`src/rtl/scaler_linear_h_mc.sv`:
```
// scaler_linear_h_mc: horizontal linear-interpolation scaler with multi-channel pixels.
// Input positions advance by PIXEL_STEP per pixel; output positions advance by the
// per-line step. Each output blends the two most recent input pixels. The pipeline is
// input reg -> decision/weight reg -> multiply reg -> sum reg -> output reg.
module scaler_linear_h_mc #(
  parameter int PIXEL_STEP  = 4096,
  parameter int PIXEL_WIDTH = 12,
  parameter int COE_WIDTH   = 10,
  parameter int CHANNELS    = 3,
  parameter int CNT_WIDTH   = 24
) (
  input  logic                            clk,
  input  logic                            rst,
  input  logic [15:0]                     h_scale_step,
  input  logic                            bypass,
  input  logic [CHANNELS*PIXEL_WIDTH-1:0] di_i,
  input  logic                            de_i,
  input  logic                            hs_i,
  input  logic                            vs_i,
  output logic [CHANNELS*PIXEL_WIDTH-1:0] do_o,
  output logic                            de_o,
  output logic                            hs_o,
  output logic                            vs_o,
  output logic                            overrun_o
);

  localparam int F  = $clog2(PIXEL_STEP);
  localparam int SH = F - COE_WIDTH + 1;
  localparam int PW = PIXEL_WIDTH;
  localparam int CW = COE_WIDTH;
  localparam int MW = PW + CW;
  localparam int DW = CHANNELS * PW;
  localparam logic [CW-1:0]        UNITY   = {1'b1, {(CW-1){1'b0}}};
  localparam logic [MW:0]          HALF    = {{(MW-CW+2){1'b0}}, 1'b1, {(CW-2){1'b0}}};
  localparam logic [MW:0]          PMAX    = {{(CW+1){1'b0}}, {PW{1'b1}}};
  localparam logic [CNT_WIDTH-1:0] STEP_C  = CNT_WIDTH'(PIXEL_STEP);
  localparam logic [CNT_WIDTH-1:0] UNITY_C = CNT_WIDTH'(UNITY);

  // stage 1: registered inputs
  logic [DW-1:0] di1_d, di1_q;
  logic          de1_d, de1_q, hs1_d, hs1_q, vs1_d, vs1_q, byp1_d, byp1_q;
  logic [15:0]   stp1_d, stp1_q;
  // line state
  logic [CNT_WIDTH-1:0] cnt_i_d, cnt_i_q, cnt_o_d, cnt_o_q;
  logic [15:0]          step_d, step_q;
  logic [DW-1:0]        cur_d, cur_q, prev_d, prev_q;
  logic                 armed_d, armed_q, mode_d, mode_q, ovf_d, ovf_q;
  // stage 2: decision / weight
  logic          v2_d, v2_q, hs2_d, hs2_q, vs2_d, vs2_q;
  logic [CW-1:0] w2_d, w2_q;
  logic [DW-1:0] cur2_d, cur2_q, prev2_d, prev2_q;
  // stage 3: products
  logic                         v3_d, v3_q, hs3_d, hs3_q, vs3_d, vs3_q;
  logic [CHANNELS-1:0][MW-1:0]  mp3_d, mp3_q, mc3_d, mc3_q;
  // stage 4: rounded sums
  logic                         v4_d, v4_q, hs4_d, hs4_q, vs4_d, vs4_q;
  logic [CHANNELS-1:0][MW:0]    sum4_d, sum4_q;
  // stage 5: outputs
  logic [DW-1:0] do_d, do_q;
  logic          de_o_d, de_o_q, hs_o_d, hs_o_q, vs_o_d, vs_o_q;
  // combinational helpers
  logic                 line_start_s, pix_s, emit_s, ovf_pend_s;
  logic [CNT_WIDTH-1:0] cnt_o_b_s, d_s, a_s;
  logic [CW-1:0]        w_s;
  logic [MW:0]          out_s;

  // next-state logic for every pipeline stage and the line position state
  always_comb begin
    di1_d  = di_i;
    de1_d  = de_i;
    hs1_d  = hs_i;
    vs1_d  = vs_i;
    byp1_d = bypass;
    stp1_d = h_scale_step;

    // a line start rewinds both positions and replicates the first pixel
    line_start_s = de1_q & hs1_q;
    pix_s        = de1_q & ~hs1_q & armed_q;
    armed_d      = armed_q | line_start_s;
    mode_d       = mode_q;
    step_d       = step_q;
    cnt_i_d      = cnt_i_q;
    cnt_o_b_s    = cnt_o_q;
    cur_d        = cur_q;
    prev_d       = prev_q;
    if (line_start_s) begin
      mode_d    = byp1_q | (stp1_q == 16'd0);
      step_d    = stp1_q;
      cnt_i_d   = '0;
      cnt_o_b_s = '0;
      cur_d     = di1_q;
      prev_d    = di1_q;
    end else if (pix_s) begin
      cnt_i_d = cnt_i_q + STEP_C;
      cur_d   = di1_q;
      prev_d  = cur_q;
    end else begin
      cnt_i_d = cnt_i_q;
    end

    // bypass lines forward every pixel; scaled lines emit while the output position is reached
    if (mode_d) begin
      emit_s = line_start_s | pix_s;
    end else begin
      emit_s = armed_d & (cnt_i_d >= cnt_o_b_s);
    end
    if (emit_s && !mode_d) begin
      cnt_o_d = cnt_o_b_s + {{(CNT_WIDTH-16){1'b0}}, step_d};
    end else begin
      cnt_o_d = cnt_o_b_s;
    end

    // distance behind the newest pixel becomes the weight of the older pixel, saturated at unity
    d_s = cnt_i_d - cnt_o_b_s;
    a_s = d_s >> SH;
    if (mode_d) begin
      w_s = '0;
    end else if (a_s > UNITY_C) begin
      w_s = UNITY;
    end else begin
      w_s = a_s[CW-1:0];
    end

    // more than one output still pending when a new pixel arrives is a rate violation
    ovf_pend_s = ({1'b0, cnt_i_q} >= ({1'b0, cnt_o_q} + {{(CNT_WIDTH-15){1'b0}}, step_q}));
    ovf_d      = ovf_q | (pix_s & ~mode_q & ovf_pend_s);

    v2_d    = emit_s;
    hs2_d   = emit_s & line_start_s;
    vs2_d   = emit_s & line_start_s & vs1_q;
    w2_d    = w_s;
    cur2_d  = cur_d;
    prev2_d = prev_d;

    v3_d  = v2_q;
    hs3_d = hs2_q;
    vs3_d = vs2_q;
    v4_d  = v3_q;
    hs4_d = hs3_q;
    vs4_d = vs3_q;
    for (int c = 0; c < CHANNELS; c++) begin
      mp3_d[c]  = {{CW{1'b0}}, prev2_q[c*PW +: PW]} * {{PW{1'b0}}, w2_q};
      mc3_d[c]  = {{CW{1'b0}}, cur2_q[c*PW +: PW]} * {{PW{1'b0}}, UNITY - w2_q};
      sum4_d[c] = {1'b0, mp3_q[c]} + {1'b0, mc3_q[c]} + HALF;
    end

    // output register holds its value between valid outputs
    out_s  = '0;
    do_d   = do_q;
    de_o_d = v4_q;
    hs_o_d = hs4_q;
    vs_o_d = vs4_q;
    if (v4_q) begin
      for (int c = 0; c < CHANNELS; c++) begin
        out_s = sum4_q[c] >> (CW-1);
        if (out_s > PMAX) begin
          do_d[c*PW +: PW] = {PW{1'b1}};
        end else begin
          do_d[c*PW +: PW] = out_s[PW-1:0];
        end
      end
    end else begin
      do_d = do_q;
    end
  end

  // state registers with synchronous reset
  always_ff @(posedge clk) begin
    if (rst) begin
      di1_q <= '0; de1_q <= 1'b0; hs1_q <= 1'b0; vs1_q <= 1'b0; byp1_q <= 1'b0; stp1_q <= '0;
      cnt_i_q <= '0; cnt_o_q <= '0; step_q <= '0; cur_q <= '0; prev_q <= '0;
      armed_q <= 1'b0; mode_q <= 1'b0; ovf_q <= 1'b0;
      v2_q <= 1'b0; hs2_q <= 1'b0; vs2_q <= 1'b0; w2_q <= '0; cur2_q <= '0; prev2_q <= '0;
      v3_q <= 1'b0; hs3_q <= 1'b0; vs3_q <= 1'b0; mp3_q <= '0; mc3_q <= '0;
      v4_q <= 1'b0; hs4_q <= 1'b0; vs4_q <= 1'b0; sum4_q <= '0;
      do_q <= '0; de_o_q <= 1'b0; hs_o_q <= 1'b0; vs_o_q <= 1'b0;
    end else begin
      di1_q <= di1_d; de1_q <= de1_d; hs1_q <= hs1_d; vs1_q <= vs1_d; byp1_q <= byp1_d; stp1_q <= stp1_d;
      cnt_i_q <= cnt_i_d; cnt_o_q <= cnt_o_d; step_q <= step_d; cur_q <= cur_d; prev_q <= prev_d;
      armed_q <= armed_d; mode_q <= mode_d; ovf_q <= ovf_d;
      v2_q <= v2_d; hs2_q <= hs2_d; vs2_q <= vs2_d; w2_q <= w2_d; cur2_q <= cur2_d; prev2_q <= prev2_d;
      v3_q <= v3_d; hs3_q <= hs3_d; vs3_q <= vs3_d; mp3_q <= mp3_d; mc3_q <= mc3_d;
      v4_q <= v4_d; hs4_q <= hs4_d; vs4_q <= vs4_d; sum4_q <= sum4_d;
      do_q <= do_d; de_o_q <= de_o_d; hs_o_q <= hs_o_d; vs_o_q <= vs_o_d;
    end
  end

  assign do_o      = do_q;
  assign de_o      = de_o_q;
  assign hs_o      = hs_o_q;
  assign vs_o      = vs_o_q;
  assign overrun_o = ovf_q;

endmodule

```
`config.mk`:
```
export PLATFORM = sky130hd
export DESIGN_NAME = scaler_linear_h_mc
export DESIGN_NICKNAME = d
export VERILOG_FILES = /design/src/rtl/scaler_linear_h_mc.sv
export SDC_FILE = /design/constraint.sdc
export NUM_CORES = 2
export LEC_CHECK = 0
export ABC_AREA = 1
export BUFFER_PORTS_ARGS = -buffer_cell sky130_fd_sc_hd__clkbuf_2
export CORE_MARGIN = 2
export CORE_UTILIZATION = 50
export CTS_CLUSTER_DIAMETER = 200
export DETAILED_ROUTE_END_ITERATION = 8
export GPL_TIMING_DRIVEN = 0
export PLACE_DENSITY_LB_ADDON = 0.2
export SYNTH_ARGS = -nofsm -noshare
export SYNTH_HDL_FRONTEND = slang
export SYNTH_SLANG_ARGS = --single-unit
```
`constraint.sdc`:
```
create_clock -name clk -period 8.7 [get_ports clk]
set_input_delay 0.435 -clock clk [delete_from_list [all_inputs] [get_ports clk]]
set_output_delay 0.435 -clock clk [all_outputs]
set_load 0.02 [all_outputs]
```
# == After elaboration in Yosys (flattened, before gate mapping) ==
# Index checks and enable logic that the tools add are counted.
# totals
ff_bits,454
in_bits,58
# classes
addsub,11
multipliers,6
n_lt_le_gt_ge,6
muxes,15
n_bitwise,14
n_reduce_logical,6
# op_table
op,n
$mux 36,4
$mul 12x10->22,6
$mux 24,4
$add 22x22->23,3
$add 23x9->23 const B,3
$gt 14x12->1 const B,3
$mux 12,3
$add 24x16->25,1
$ge 24x25->1,1
$add 24x13->24 const B,1
$add 24x16->24,1
$ge 24x24->1,1
$sub 24x24->24,1
$gt 21x10->1 const B,1
$logic_not 16->1,1
$mux 16,1
$mux 10,1
$sub 10x10->10 const A,1
$and 1x1->1,8
$or 1x1->1,4
$reduce_or 3->1,1
$mux 1,2
$not 1->1,2
$reduce_bool 2->1,1
other kinds (3),3

# == Logic depth before layout (Yosys ltp) ==
# logic_depth
word_depth,10
ltp_mapped,33
ltp_nobuf,30

# == Worst setup path after synthesis ==
# No wires, ideal clock.
# synth_path
path_kind,flip-flop to flip-flop
start,reg w2_q[1]
end,reg mc3_q[18] (netlist name)
setup_ns,0.122
t_arrival_ns,6.109
required_time_ns,8.578
slack_ns,2.468
stages_incl_launch_ff,29
path_buffers,2
path_cell_list,dfxtp_1 clkbuf_1 clkbuf_1 inv_1 ha_1 inv_1 nor2_1 nand2_1 nor3_1 inv_1 nor2_1 xnor2_2 clkinv_1 nor2_1 fa_1 fa_1 fa_1 fa_1 inv_1 fa_1 inv_1 ha_1 a21oi_1 a21boi_0 nand3_1 a21oi_1 o21ai_0 o21ai_0 a21oi_1
# synth_via
elab_chain_cells,2
# synth_lines
item,line_no,source
from (decl),50,"logic [CW-1:0] w2_d, w2_q;"
from (signal assigned),181,v2_q <= v2_d; hs2_q <= hs2_d; vs2_q <= vs2_d; w2_q <= w2_d; cur2_q <= cur2_d; prev2_q <= prev2_d;
$sub 10x10->10,143,"mc3_d[c] = {{CW{1'b0}}, cur2_q[c*PW +: PW]} * {{PW{1'b0}}, UNITY - w2_q};"
$mul 12x10->22,143,
to (signal assigned),182,v3_q <= v3_d; hs3_q <= hs3_d; vs3_q <= vs3_d; mp3_q <= mp3_d; mc3_q <= mc3_d;
to (decl),54,"logic [CHANNELS-1:0][MW-1:0] mp3_d, mp3_q, mc3_d, mc3_q;"
# No other way between the ends.
# A chain may end at the register's enable or synchronous reset.

# == Final worst setup path ==
# layout_path
start,reg w2_q[1]
end,reg mc3_q[40] (netlist name)
# Same word-level chain as after synthesis.

==> out/qor.txt <==
status - finished clean
via count - 40040
Setup-failing EPs final - 0
WL/cell - 19.07 um
initial antenna violation count - 6
vias in the first global route - 39120
crit end category - flop
Cell Area, Synth - 44500 um2
MaxCap Viol Count - 0
Core Area - 88240 um2
P per Cell Area - 103.5 nW/um2
Worst R2R Setup Slack - 420 ps
achievable frequency - 120.8 MHz
worst-skew pair later-pin latency - 660 ps
share of layout cells above drive strength 1 - 3.812%
total congestion overflow - 0
HP Start - di_i[32]
FF-to-FF Start - w2_q[1]
wirelength, routed - 140.8 mm
ys async rst share - 0%
cts bufs inserted - 49
period utilisation layout - 95.18%
final hold vios - 0
Die X - 302.3 um
largest net degree at the start of global routing - 15
crit-path max FO - 11
RSZ-0062 raised after global routing - false
routability cong. - 0.9673
Worst slew margin - 6.836%
Syn Area/Cell - 7.429 um2
Core Util, Final - 55.13%
Worst setup SP type - flop
row cnt - 109
Post-route DRC - 0
fin. max-slew vios - 0
GRT Util Overall - 31.22%
post-synthesis net count - 7065
HP Class - primary input to flop
initial detailed-routing violation count - 3603
CTS Buffer Depth - 3
Num Clock Sinks - 427
CTS tree - built
sequential area share after synthesis - 19.21%
total power - 5.034 mW
Synth Register Bits - 427
arrival time at the worst endpoint - 8790 ps
DPL Wire Length - 115.2 mm
final net count - 7255
Crit Path Category - flop to flop
clk slew on worst S/H paths - 70 ps
final setup margin - 419.7 ps
# Post-CTS Setup Buffers - 0
ANT nets after route - 0
Final min period - 8280 ps
Layout area overhead - 9.321%
Clock Skew - 19.69 ps
Peak VDD IR - 0.0001825 V
chip height - 302.3 um
Syn Inst Count - 5990
critical path startpoint - w2_q[1]
static leakage - 25.81 nW
# port buffers - 96
measured slew at the worst slew-check pin - 1397 ps
vias per inst - 5.423
first-pass GRT wire length - 219.3 mm
H-tree levels - 2
num ports - 98
Netlist cell types - 49
Syn. warnings - 0
root buf cell - clkbuf_16
die area - 91410 um2
Post-synth EDFFs - 0
Initial Utilization - 50.43%
pre-CTS setup slack - -48.29 ps
required time of the critical path - 9210 ps
Synth Flop Type - dfxtp_1
Pre-antenna DRT Iters - 6
## Yosys cell counts, types with 9 or more instances
| cell | number | area (um2) |
|---|---|---|
| a21oi_1 | 515 | 2577 |
| a21boi_0 | 9 | 67.56 |
| dfxtp_1 | 427 | 8548 |
| inv_1 | 1127 | 4230 |
| o21a_1 | 12 | 90.09 |
| nand2_1 | 1130 | 4242 |
| a21o_1 | 22 | 165.2 |
| nor3_1 | 61 | 305.3 |
| xor2_1 | 37 | 324.1 |
| a31oi_1 | 10 | 62.56 |
| a211oi_1 | 41 | 307.8 |
| nor2_1 | 612 | 2297 |
| o31ai_1 | 15 | 112.6 |
| fa_1 | 470 | 9409 |
| nand3_1 | 151 | 755.7 |
| nor4_1 | 32 | 200.2 |
| buf_1 | 29 | 108.9 |
| nor2_2 | 12 | 75.07 |
| clkbuf_1 | 163 | 611.8 |
| o21bai_1 | 12 | 90.09 |
| or2_2 | 18 | 112.6 |
| ha_1 | 547 | 6844 |
| nand4_1 | 38 | 237.7 |
| xnor2_1 | 21 | 183.9 |
| o21ai_0 | 406 | 2032 |
| and2_1 | 10 | 62.56 |
## through the flow
stage                     area (um2)  TNS [ps]  std cells  hold slack (ps)
final                          48650         0       7383            27.72
after global routing           48650         0       7382            29.51
after CTS                      48650         0       7385            2.877
after detailed placement       46450    -87.61       7252            395.1
after global placement         46440    -37.44       7251            390.6
after floorplan                44500         0       5990            388.3
## layout by cell type (no fill, tap or decap), types with 5 or more instances in the layout
| cell type | netlist | routed |
|---|---|---|
| dfxtp_1 | 427 | 426 |
| a31oi_1 | 10 | 10 |
| nand4_1 | 38 | 38 |
| o21bai_1 | 12 | 12 |
| inv_1 | 1127 | 1127 |
| clkinv_2 | 0 | 8 |
| or2_2 | 18 | 18 |
| xnor2_1 | 21 | 21 |
| nor4_1 | 32 | 32 |
| nand2_1 | 1130 | 1130 |
| a21o_1 | 22 | 22 |
| nor2_1 | 612 | 612 |
| nand3_1 | 151 | 151 |
| xor2_1 | 37 | 37 |
| clkinv_1 | 7 | 7 |
| o31ai_1 | 15 | 15 |
| bufinv_16 | 0 | 8 |
| o21ai_0 | 406 | 406 |
| clkbuf_2 | 0 | 100 |
| a211oi_1 | 41 | 41 |
| a21oi_1 | 515 | 515 |
| clkbuf_8 | 0 | 5 |
| a21boi_0 | 9 | 9 |
| o21a_1 | 12 | 12 |
| ha_1 | 547 | 547 |
| fa_1 | 470 | 470 |
| clkinvlp_4 | 0 | 5 |
| nor3_1 | 61 | 61 |
| o211ai_1 | 7 | 7 |
| and2_1 | 10 | 10 |
| clkbuf_1 | 163 | 163 |
| nor3b_1 | 5 | 5 |
| clkbuf_16 | 0 | 49 |
| buf_2 | 7 | 8 |
| and3_1 | 6 | 6 |
| dlygate4sd3_1 | 0 | 45 |
| buf_1 | 29 | 26 |
| nor2_2 | 12 | 12 |
## cell families (layout without fill, tap and decap cells)
logic type	count (synthesis)	after routing	share of synthesized area, %
simple gates	2086	2086	19.01
buf+inv	1339	1566	11.36
compound gates	1062	1062	12.72
fa+ha+maj	1017	1017	36.52
flops	427	427	19.21
xor+xnor	59	59	1.178
other cells	0	1	0
## metal layers
metal	global-route usage, %	part of all wire (%)	up-vias
li1	-	-	19290
met1	42.51	43	18850
met2	47.91	42	1618
met3	7.190	9.6	269
met4	12.65	4.5	8
met5	0	0.044	-
## critical path, stage by stage, from the launching register on
cell      delay (ps)
dfxtp_2          570
clkbuf_1         490
inv_1            190
ha_1             280
inv_1             90
nor2_1            50
nand2_1          100
nor3_1            50
inv_1             70
nor2_1            90
xnor2_4          550
clkinv_1         530
clkbuf_1         440
nor2_1           250
fa_1             460
fa_1             510
fa_1             430
fa_1             510
inv_1             60
fa_1             490
inv_1             40
ha_1             340
a21oi_1          200
a21boi_0         310
nand3_1          210
a21oi_1          250
o21ai_0          130
a21oi_1          370
## path summary, 6_finish.rpt
path | to | cells past startpoint
worst max register to register | mc3_q[40] | 27
worst min-delay path | di1_q[32] | 3
worst max-delay path | mc3_q[40] | 27
worst min register to register | de_o_d | 2
## cell type report
cell class	count	area, um2
multi-input cells	4224	30910
plain buffers	199	784.5
fillers	8530	39590
diodes	1	2.502
inverters	1137	4268
clock buffers	59	1314
flip-flops and latches	427	8549
well taps	1165	1458
clock inverters	29	427.9
repair buffers	142	938.4
## registers in the layout, indices dropped and copies added, names as in the netlist, 10 cells and up
register  cells
cnt_i_q      24
cnt_o_q      24
cur2_q       36
di1_q        36
do_o         36
mc3_q        66
mp3_q        66
prev2_q      36
step_q       16
stp1_q       16
sum4_q       42
w2_q         10
## what timing repair did
action                     4_1_cts  5_1_grt
hold buffers                    45        0
gates resized for setup          1        2
setup endpoints to repair        4       18
hold endpoints to repair        45        0
gates cloned                     0        0
## power breakdown
group,switching [mW],internal (mW),total (mW)
clock network,0.923,1.33,2.25
registers,0.0492,2.00,2.05
logic,0.500,0.231,0.731
total,1.47,3.56,5.03
No activity file was read; power rests on OpenSTA's default activity.
